===== config.mk =====
export PLATFORM = sky130hd
export DESIGN_NAME = axis_apb_master
export DESIGN_NICKNAME = d
export VERILOG_FILES = /design/src/rtl/axis_apb_master.sv
export SDC_FILE = /design/constraint.sdc
export NUM_CORES = 1
export LEC_CHECK = 0
export BUFFER_PORTS_ARGS = -buffer_cell sky130_fd_sc_hd__buf_2
export CAP_MARGIN = 20
export CORE_ASPECT_RATIO = 0.75
export CORE_MARGIN = 1
export CORE_UTILIZATION = 25
export CTS_BUF_LIST = sky130_fd_sc_hd__clkbuf_4
export CTS_CLUSTER_DIAMETER = 80
export DETAILED_ROUTE_END_ITERATION = 16
export GPL_TIMING_DRIVEN = 0
export SLEW_MARGIN = 10
export SYNTH_ARGS = -nofsm -noshare
export SYNTH_HDL_FRONTEND = slang
export SYNTH_SLANG_ARGS = --single-unit

===== constraint.sdc =====
create_clock -name clk_i -period 5.51 [get_ports clk_i]
set_clock_uncertainty 0.2 [all_clocks]
set_input_delay 0.8265 -clock clk_i [delete_from_list [all_inputs] [get_ports clk_i]]
set_output_delay 0.8265 -clock clk_i [all_outputs]
set_load 0.005 [all_outputs]

===== src/rtl/axis_apb_master.sv =====
// Byte-stream to APB3 bridge: parses opcode/address/data command frames from an
// AXIS byte input, runs one APB transaction as bus master, then streams a
// status (and, for reads, prdata) response frame out on an AXIS byte output.
module axis_apb_master #(
  parameter int unsigned APB_ADDR_WIDTH = 32,
  parameter int unsigned APB_DATA_WIDTH = 32,
  parameter int unsigned TIMEOUT_CYCLES = 1024
) (
  input  logic                      clk_i,
  input  logic                      rstn_i,
  input  logic [7:0]                s_axis_tdata,
  input  logic                      s_axis_tvalid,
  output logic                      s_axis_tready,
  output logic [7:0]                m_axis_tdata,
  output logic                      m_axis_tvalid,
  input  logic                      m_axis_tready,
  output logic [APB_ADDR_WIDTH-1:0] paddr,
  output logic                      psel,
  output logic                      penable,
  output logic                      pwrite,
  output logic [APB_DATA_WIDTH-1:0] pwdata,
  input  logic [APB_DATA_WIDTH-1:0] prdata,
  input  logic                      pready,
  input  logic                      pslverr
);

  localparam int          AB     = int'(APB_ADDR_WIDTH / 8);
  localparam int          DB     = int'(APB_DATA_WIDTH / 8);
  localparam int          CNT_W  = $clog2(AB + DB + 2);
  localparam int          TO_W   = (TIMEOUT_CYCLES < 2) ? 1 : $clog2(TIMEOUT_CYCLES);
  localparam int unsigned RESP_W = APB_DATA_WIDTH + 8;

  localparam logic [7:0] OPC_WR = 8'h01;
  localparam logic [7:0] OPC_RD = 8'h02;
  localparam logic [7:0] ST_OK  = 8'h00;
  localparam logic [7:0] ST_ERR = 8'h01;
  localparam logic [7:0] ST_TMO = 8'h02;
  localparam logic [7:0] ST_BAD = 8'hFE;

  localparam logic [CNT_W-1:0] ADDR_LAST    = CNT_W'(AB - 1);
  localparam logic [CNT_W-1:0] DATA_LAST    = CNT_W'(DB - 1);
  localparam logic [CNT_W-1:0] RD_RESP_LAST = CNT_W'(DB);
  // Last ACCESS cycle index before the timeout fires (count reaches the limit).
  localparam logic [TO_W-1:0]  TO_LAST      = TO_W'((TIMEOUT_CYCLES == 0) ? 0 : TIMEOUT_CYCLES - 1);

  typedef enum logic [2:0] {
    S_OPC,
    S_ADDR,
    S_DATA,
    S_SETUP,
    S_ACCESS,
    S_RESP
  } state_t;

  state_t              state;
  state_t              state_nxt;
  logic [CNT_W-1:0]    byte_idx;
  logic [CNT_W-1:0]    resp_last;
  logic [TO_W-1:0]     to_cnt;
  logic [RESP_W-1:0]   resp_sr;
  logic                cmd_hs;
  logic                resp_hs;
  logic                opc_valid;
  logic                timeout_hit;

  assign cmd_hs      = s_axis_tvalid & s_axis_tready;
  assign resp_hs     = m_axis_tvalid & m_axis_tready;
  assign opc_valid   = (s_axis_tdata == OPC_WR) || (s_axis_tdata == OPC_RD);
  // pready in the limit cycle takes priority, so the timeout needs !pready.
  assign timeout_hit = (TIMEOUT_CYCLES != 0) && !pready && (to_cnt == TO_LAST);

  // State register.
  always_ff @(posedge clk_i) begin
    if (!rstn_i) state <= S_OPC;
    else         state <= state_nxt;
  end

  // Next-state decode and handshake/APB control outputs.
  always_comb begin
    state_nxt     = state;
    s_axis_tready = 1'b0;
    m_axis_tvalid = 1'b0;
    m_axis_tdata  = 8'h00;
    psel          = 1'b0;
    penable       = 1'b0;
    case (state)
      S_OPC: begin
        s_axis_tready = rstn_i;
        if (s_axis_tvalid) state_nxt = opc_valid ? S_ADDR : S_RESP;
      end
      S_ADDR: begin
        s_axis_tready = rstn_i;
        if (s_axis_tvalid && (byte_idx == ADDR_LAST)) state_nxt = pwrite ? S_DATA : S_SETUP;
      end
      S_DATA: begin
        s_axis_tready = rstn_i;
        if (s_axis_tvalid && (byte_idx == DATA_LAST)) state_nxt = S_SETUP;
      end
      S_SETUP: begin
        psel      = 1'b1;
        state_nxt = S_ACCESS;
      end
      S_ACCESS: begin
        psel    = 1'b1;
        penable = 1'b1;
        if (pready || timeout_hit) state_nxt = S_RESP;
      end
      S_RESP: begin
        m_axis_tvalid = 1'b1;
        m_axis_tdata  = resp_sr[7:0];
        if (m_axis_tready && (byte_idx == resp_last)) state_nxt = S_OPC;
      end
      default: state_nxt = S_OPC;
    endcase
  end

  // Frame byte index, timeout counter and the APB address/data/direction registers.
  always_ff @(posedge clk_i) begin
    if (!rstn_i) begin
      byte_idx  <= '0;
      resp_last <= '0;
      to_cnt    <= '0;
      paddr     <= '0;
      pwdata    <= '0;
      pwrite    <= 1'b0;
    end else begin
      case (state)
        S_OPC: begin
          if (cmd_hs) begin
            byte_idx  <= '0;
            resp_last <= '0;
            if (s_axis_tdata == OPC_WR) begin
              pwrite <= 1'b1;
            end else if (s_axis_tdata == OPC_RD) begin
              pwrite <= 1'b0;
              pwdata <= '0;
            end
          end
        end
        S_ADDR: begin
          if (cmd_hs) begin
            for (int i = 0; i < AB; i++) begin
              if (byte_idx == CNT_W'(i)) paddr[8*i +: 8] <= s_axis_tdata;
            end
            byte_idx <= (byte_idx == ADDR_LAST) ? '0 : byte_idx + CNT_W'(1);
          end
        end
        S_DATA: begin
          if (cmd_hs) begin
            for (int i = 0; i < DB; i++) begin
              if (byte_idx == CNT_W'(i)) pwdata[8*i +: 8] <= s_axis_tdata;
            end
            byte_idx <= (byte_idx == DATA_LAST) ? '0 : byte_idx + CNT_W'(1);
          end
        end
        S_SETUP: to_cnt <= '0;
        S_ACCESS: begin
          to_cnt <= to_cnt + TO_W'(1);
          if (pready) begin
            byte_idx  <= '0;
            resp_last <= pwrite ? '0 : RD_RESP_LAST;
          end else if (timeout_hit) begin
            byte_idx  <= '0;
            resp_last <= '0;
          end
        end
        S_RESP: if (resp_hs) byte_idx <= byte_idx + CNT_W'(1);
        default: ;
      endcase
    end
  end

  // Response shift register: status in the low byte, prdata above it, shifted out LSB first.
  always_ff @(posedge clk_i) begin
    case (state)
      S_OPC: if (cmd_hs && !opc_valid) resp_sr <= {{APB_DATA_WIDTH{1'b0}}, ST_BAD};
      S_ACCESS: begin
        if (pready)           resp_sr <= {prdata, pslverr ? ST_ERR : ST_OK};
        else if (timeout_hit) resp_sr <= {{APB_DATA_WIDTH{1'b0}}, ST_TMO};
      end
      S_RESP: if (resp_hs) resp_sr <= resp_sr >> 8;
      default: ;
    endcase
  end

endmodule

== Word-level counts from Yosys, hierarchy flattened ==
Cells that the tools add are included.

* Flip-flop bits (word level): 126
* Input port bits: 46
* Output and inout bits: 77

* Add/sub/neg operators: 2
* Eq/ne operators: 29
* Mux-type cells: 41
* Bitwise operators: 2
* Reductions and logical operators: 32

{| class="wikitable"
|+ Operators by type and width
! cell !! count
|-
| $mux 40 || 4
|-
| $mux 32 || 4
|-
| $pmux 40 s3 || 1
|-
| $pmux 32 s2 || 1
|-
| $mux 8 || 5
|-
| $ne 2x2->1 const B || 15
|-
| $mux 4 || 7
|-
| $reduce_and 6->1 || 4
|-
| $mux 3 || 7
|-
| $pmux 10 s2 || 1
|-
| $pmux 3 s6 || 1
|-
| $reduce_and 3->1 || 6
|-
| $pmux 4 s4 || 1
|-
| $add 10x1->10 const B || 1
|-
| $eq 10x10->1 const B || 1
|-
| $reduce_and 5->1 || 2
|-
| $eq 4x2->1 const B || 2
|-
| $eq 8x1->1 const B || 1
|-
| $eq 8x2->1 const B || 1
|-
| $mux 1 || 8
|-
| $pmux 4 s2 || 1
|-
| $reduce_bool 2->1 || 4
|-
| $eq 3x2->1 const B || 2
|-
| $eq 3x3->1 const B || 2
|-
| other kinds (17) || 24
|}

== Logic depth before layout (Yosys ltp) ==
Gate-level depths: netlist (run 1).

* Depth after elaboration: 7
* Mapped depth: 7
* Depth with buffers taken out: 6

== Worst setup path before layout (run 1) ==
No wires, ideal clock.

* Path kind: input -> register
* Start: input port rstn_i
* End: register resp_sr[0], enable pin
* Data arrival time: 4.625 ns
* Data required time: 4.815 ns
* Setup slack: 0.190 ns
* Stages on the path: 5
* Buffers on the path: 1
* Path through: clkbuf_1 -> nand2_1 -> nand3_1 -> o311ai_0 -> nor3b_1

* Word-level cells in the longest chain between the ends: 5

{| class="wikitable"
|+ RTL lines
! item !! RTL line !! RTL
|-
| start: declaration || 10 || <nowiki>input logic rstn_i,</nowiki>
|-
| $mux 1 || 86 || <nowiki>case (state)</nowiki>
|-
| $and 1x1->1 || 66 || <nowiki>assign cmd_hs = s_axis_tvalid & s_axis_tready;</nowiki>
|-
| $logic_and 1x1->1 || 176 || <nowiki>S_OPC: if (cmd_hs && !opc_valid) resp_sr <= {{APB_DATA_WIDTH{1'b0}}, ST_BAD};</nowiki>
|-
| $ne 2x2->1 (no line) || - ||
|-
| $reduce_and 4->1 (no line) || - ||
|-
| end signal: assignment || 176 ||
|-
| end signal: assignment || 178 || <nowiki>if (pready) resp_sr <= {prdata, pslverr ? ST_ERR : ST_OK};</nowiki>
|-
| end signal: assignment || 179 || <nowiki>else if (timeout_hit) resp_sr <= {{APB_DATA_WIDTH{1'b0}}, ST_TMO};</nowiki>
|-
| end: declaration || 60 || <nowiki>logic [RESP_W-1:0] resp_sr;</nowiki>
|}

No other way between the ends.
A chain may end at the register's enable or synchronous reset.

== Final worst setup path (run 1) ==
* Start: register state[0]
* End: output port m_axis_tdata[5]

* Word-level cells in the longest chain between the ends: 2

{| class="wikitable"
|+ RTL lines
! item !! RTL line !! RTL
|-
| start: declaration || 55 || <nowiki>state_t state;</nowiki>
|-
| start signal: assignment || 75 || <nowiki>else state <= state_nxt;</nowiki>
|-
| $eq 3x3->1 || 86 ||
|-
| $mux 8 || 86 ||
|-
| end: declaration || 14 || <nowiki>output logic [7:0] m_axis_tdata,</nowiki>
|}

No other way between the ends.

==> metrics, run 1 <==
status=finished, final reports clean; Final setup viols=0; WS Path Type=register to output pin; TritonCTS clock tree=built; Wirelength per Cell=15.9 µm; global-route wire length before repair=23,900 µm; overflow left after global routing=0; Placer Congestion=0.833; area grow syn2layout=24.3%; post-synth top area share=31.1%; Seq/Total Area, Yosys=53.6%; worst vdd ir=0.150 mV; critical path endpoint=m_axis_tdata[5]; commonest non-fill, non-tap cell in the layout=buf_2; leak pwr=2.82 nW; drt first-iter violations=314; # placed instances=932; WP data required=4.48 ns; Period Utilization, post-route=66.3%; RR Endpoint=resp_sr[7]; setup repair bufs after CTS=0; Synth cell types=64; die area=22,000 µm²; PortBufs=120; worst setup margin=1.86 ns; upper clock frequency limit=274 MHz; CTS Root Cell=clkbuf_4; # H-tree levels=4; main combinational cell family by area after synthesis=simple AND/OR/NAND/NOR gates; Inserted Clock Buffers=17; CP Launch Point=state[0]; height of the chip=129 µm; FF-to-FF path depth=7; Final Max Slew Viols=0; number of global-route vias before repair=4,347; TritonRoute pass-1 iters=5; vias per inst=4.77; Slew headroom=45.9%; num ports=123; CP endpoint kind=output pin; Critical Path Fanout Max=10; Cell Area, Placed=6340 µm²; dpl hpwl=11,100 µm; filler cell count=2,182; max-cap viol count=0; Compound-Gate Fraction of Synth Area=15.1%; CTS Hold Buffers Added=0; largest area contributor in the netlist=dfxtp_1; mux cell area share after synthesis=6.39%; Tmin final=3.65 ns; Die X=171 µm; RSZ-0062 raised after global routing=no; ratio of cells with drive above 1 in the final layout=27.0%; drt drc=0; Synth Area in Adders=1.17%; Yosys reg bits=123; detailed-route via count=4,606; predominant post-synthesis flop cell=dfxtp_1; initial antenna violation count=1; Synth Area in Simple Gates=20.0%; Layout Cells excl Fill=965; Fin Setup TNS=0 ns; Post-Syn Nets=577; Placement Setup Slack=2.28 ns; fin nets=720; commonest non-fill, non-tap cells in the layout=127 x buf_2, 83 x dfxtp_1, 50 x nor2_1, 47 x nand2_1, 41 x nand3_1; FF-to-FF Start=state[0]; Cell Pwr Density=388 nW/µm²; Rows=45; Core Area=20,600 µm²; xor/xnor share of the synthesized area=0.328%; Worst-path clk slew=0.12 ns; ANT nets after route=0; Syn Area/Cell=10.2 µm²; Worst Hold Class=register to register; Worst Tran Pin Value=0.805 ns; Worst R2R Setup Slack=2.81 ns; Worst-Skew Late Latency=0.54 ns; cells after synthesis=526; total routed wirelength=15,300 µm; post-route cell area=6650 µm²; Initial Util=25.9%; Worst EP arrival=2.63 ns; CTS Buffer Depth=2; Clock Sink Count=123; yosys warns=0; Post-synth EDFFs=40; crit start category=register; final hold violation count=0; GRT Util Overall=14.3%; post-synthesis cell area=5350 µm²; post-CTS resize count=0; largest net degree at the start of global routing=17; final core utilization=32.2%; Synth async-reset ratio=0%; Synth area leaders=dfxtp_1 31%, edfxtp_1 22%, mux2i_1 6.2%
-- sequential cells by signal, summed over array words and instances (netlist names) --
name	cells
paddr	32
resp_last	1
byte_idx	4
pwrite	1
state	3
resp_sr	40
to_cnt	10
pwdata	32
-- report_power, final --
group / total, W / internal, W / leakage, nW / switching, W
logic: 0.000668 / 0.000230 / 1.60 / 0.000438
clock network: 0.000685 / 0.000321 / 0.156 / 0.000364
registers: 0.00123 / 0.00117 / 1.06 / 0.0000550
-- Yosys cell counts, drive strengths merged, types with 3 or more instances --
library cell	instances
nor4	3
o21a	3
nor3b	3
dfxtp	83
a31oi	3
clkbuf	21
o21ai	10
and2	13
buf	11
nor2	51
or3b	3
edfxtp	40
nand3	44
a311oi	3
a22o	25
nand2	47
and3	10
a21oi	18
nand4	11
inv	11
ha	5
o22ai	28
mux2i	33
nor3	10
-- metrics by stage --
step                hold WS (ns)  total power, W
floorplan                  0.251         0.00169
global placement           0.248         0.00190
detailed placement         0.255         0.00192
CTS                        0.272         0.00261
global route               0.287         0.00274
finish                     0.270         0.00258
-- layout make-up --
cell class	count	area [µm²]	area share, %
buffer	32	140	2.11
sequential	123	2860	43.1
timing repair buffer	124	634	9.55
clock buffer	18	135	2.03
inverter	12	45.0	0.678
tap	282	353	5.31
multi-input combinational	359	2300	34.6
clock inverter	14	170	2.56
antenna	1	2.50	0.0377
-- worst max-delay path, cell delays in order, from the launching register on --
cell      delay, ns
dfxtp_1        0.40
clkbuf_1       0.38
nand2b_1       0.21
nor2_1         0.45
clkbuf_1       0.34
and2_1         0.19
buf_2          0.11
-- cells by family (layout without fill, tap and decap cells) --
logic type | count (synthesis) | in the layout
xor+xnor | 2 | 2
compound gates | 110 | 110
flops | 123 | 123
other cells | 0 | 1
mux | 34 | 34
simple gates | 208 | 208
buf+inv | 44 | 200
fa+ha+maj | 5 | 5
-- worst min path at each step --
stage | depth (start not counted) | from | endpoint
global placement | 2 | pwdata[18] | pwdata[18]
floorplan | 1 | to_cnt[9] | to_cnt[9]
CTS | 2 | pwdata[18] | pwdata[18]
global route | 2 | pwdata[19] | pwdata[19]
finish | 2 | pwdata[19] | pwdata[19]
detailed placement | 2 | pwdata[18] | pwdata[18]
-- metal layers --
metal  global-route usage, %  share of wire [%]  vias up
li1                        -                  -     2243
met1                    19.1                 47     2205
met2                    21.5                 44      147
met3                    5.14                7.8       11
met4                    4.57                1.2        0
met5                       0                  0        -
(Power assumes the default switching activity.)
==> inputs of run 2 (changes only) <==
- clock period: 5.51 -> 3.6 ns (I/O delays scaled with it)
==> run 2 against run 1 <==
Compared with the run above:
- setup slack got worse by 1.5 ns
- critical endpoint is now m_axis_tdata[7]
- non-clock buffer count decreased by 2
- register-to-register slack got worse by 2.1 ns
- core utilization unchanged
- global-route usage decreased by 0.42 points
- final cell count decreased by 0.41%
- wire length decreased by 0.58%
- sequential power increased by 53%
- combinational power increased by 56%
==> metrics, run 2 (synthesis gave the netlist of run 1 again) <==
status=finished, final reports clean (unchanged); footprint of the multi-input gates=2310 µm² (was 2300 µm²); worst vdd ir=0.187 mV (was 0.150 mV); ANT nets after route=0 (unchanged); Final Max Slew Viols=0 (unchanged); Cell Area, Placed=6340 µm² (about the same); Top Layer Used=met4 (unchanged); Initial Util=25.9% (unchanged); RSZ-0062 raised after global routing=no (unchanged); clock network power share=26.5% (about the same); Placer Congestion=0.864 (was 0.833); num ports=123 (unchanged); Worst-path clk slew=0.11 ns (was 0.12 ns); fin nets=718 (was 720); # H-tree levels=4 (unchanged); final hold violation count=0 (unchanged); Inserted Clock Buffers=17 (unchanged); Worst Hold Path Cells=2 (unchanged); height of the chip=129 µm (unchanged); setup repair bufs after CTS=0 (unchanged); RR Endpoint=resp_sr[38] (was resp_sr[7]); leak pwr=2.82 nW (about the same); largest net degree at the start of global routing=18 (was 17); CP endpoint kind=output pin (unchanged); total routed wirelength=15,200 µm (was 15,300 µm); area grow syn2layout=24.3% (unchanged); Sw Ratio=33.4% (was 33.2%); number of global-route vias before repair=4,249 (was 4,347); Core Area=20,600 µm² (unchanged); FF-to-FF path depth=6 (was 7); upper clock frequency limit=307 MHz; PortBufs=120 (unchanged); overflow left after global routing=0 (unchanged); routed wl met3=977 µm (was 1190 µm); Period Utilization, post-route=90.4%; max-cap viol count=0 (unchanged); WL met1=7280 µm (was 7170 µm); GRT Util Overall=13.9% (was 14.3%); Cell Pwr Density=597 nW/µm² (was 388 nW/µm²); combinational fraction of design power=26.1% (was 25.9%); Worst EP arrival=2.51 ns (was 2.63 ns); FF-to-FF Start=state[0] (unchanged); Rows=45 (unchanged); Slew headroom=44.0% (was 45.9%); TritonCTS clock tree=built (unchanged); drt drc=0 (unchanged); die area=22,000 µm² (unchanged); filler cell count=2,193 (was 2,182); commonest non-fill, non-tap cells in the layout=127 x buf_2, 83 x dfxtp_1, 49 x nor2_1, 47 x nand2_1, 41 x nand3_1 (was 127 x buf_2, 83 x dfxtp_1, 50 x nor2_1, 47 x nand2_1, 41 x nand3_1); Die X=171 µm (unchanged); Seq pwr share=47.4% (was 47.6%); detailed-route via count=4,622 (was 4,606); ratio of cells with drive above 1 in the final layout=27.0% (about the same); Tmin final=3.25 ns; Largest regs=resp_sr (40), paddr (32), pwdata (32) (unchanged); post-CTS resize count=0 (unchanged); Wirelength per Cell=15.8 µm (was 15.9 µm); global-route wire length before repair=23,200 µm (was 23,900 µm); WP data required=2.86 ns (was 4.48 ns); Final setup viols=0 (unchanged); Sequential Area=2860 µm² (unchanged); Worst R2R Setup Slack=0.73 ns (was 2.81 ns); CTS Buffer Depth=2 (unchanged); Clock Sink Count=123 (unchanged); Hold EP=resp_sr[25] (was pwdata[19]); internal power=0.00264 W (was 0.00172 W); hold_sp=prdata[17] (was pwdata[19]); Critical Path Fanout Max=10 (unchanged); drt first-iter violations=402 (was 314); Psw=0.00133 W (was 0.000857 W); CP Launch Point=state[0] (unchanged); number of diodes=0 (was 1); crit start category=register (unchanged); post-route cell area=6650 µm² (unchanged); TritonRoute pass-1 iters=5 (unchanged); most flop-heavy register=resp_sr (unchanged); dpl hpwl=11,000 µm (was 11,100 µm); vias per inst=4.81 (was 4.77); max reg flops=40 (unchanged); final core utilization=32.2% (unchanged); WS Path Type=register to output pin (unchanged); CTS Hold Buffers Added=0 (unchanged); DR WL met2=6860 µm (was 6760 µm); initial antenna violation count=0 (was 1); Worst Tran Pin Value=0.832 ns (was 0.805 ns); Worst Hold Class=input pin to register (was register to register); Worst-Skew Late Latency=0.52 ns (was 0.54 ns); commonest non-fill, non-tap cell in the layout=buf_2 (unchanged); CTS Root Cell=clkbuf_4 (unchanged)
[run 2: cell count changes in the layout (fill, tap and decap cells not counted), moves of 2 or more]
cell / delta
clkinvlp_4: -2
clkinv_4: +2
buf_8: +2
inv_4: +2
buf_4: -3
[run 2: stage by stage]
step | hold slack [ns] | instances | setup WS [ns] | total power, W | TNS [ns]
after floorplan | 0.251 | 526 | 0.449 | 0.00258 | 0
after global placement | 0.251 | 928 | -0.446 | 0.00289 | -17.75
after detailed placement | 0.253 | 930 | 0.319 | 0.00296 | 0
after CTS | 0.0567 | 961 | 0.134 | 0.00401 | 0
after global routing | 0.0574 | 961 | 0.0398 | 0.00419 | 0
final | 0.106 | 961 | 0.346 | 0.00397 | 0
[run 2: power groups by stage]
stage | sequential [W] | combinational, W | clock (W)
floorplan | 0.00190 | 0.000681 | 0
global placement | 0.00192 | 0.000976 | 0
detailed placement | 0.00192 | 0.00104 | 0
CTS | 0.00189 | 0.00104 | 0.00108
global route | 0.00191 | 0.00115 | 0.00114
finish | 0.00188 | 0.00104 | 0.00105
[run 2: final cells by class]
type | count | area share, %
flip-flops and latches | 123 | 43.1
repair buffers | 122 | 9.49
plain buffers | 32 | 2.11
inverters | 12 | 0.678
clock inverters | 13 | 2.52
well taps | 282 | 5.31
multi-input cells | 359 | 34.8
clock buffers | 18 | 2.03
[run 2: layer usage]
| metal | vias to the layer above | global-route usage (%) |
|---|---|---|
| met2 | 129 | 21.1 |
| met1 | 2238 | 19.1 |
| met4 | 0 | 3.99 |
| li1 | 2246 | - |
| met5 | - | 0 |
| met3 | 9 | 4.03 |
[run 2: how the worst max path moves through the flow]
stage	end	slack, ns	cells past startpoint
2_1_floorplan	resp_sr[0]	0.45	5
3_3_place_gp	resp_sr[38]	-0.45	6
6_report	m_axis_tdata[7]	0.35	6
5_1_grt	m_axis_tdata[7]	0.04	6
3_5_place_dp	resp_sr[38]	0.32	7
4_1_cts	m_axis_tdata[7]	0.13	6
[run 2: critical path: stages, from the launching register on]
cell and delay (ns):
dfxtp_1 0.41, clkbuf_1 0.35, nand2b_1 0.23, nor2_2 0.32, clkbuf_1 0.37, and2_1 0.21, buf_2 0.12
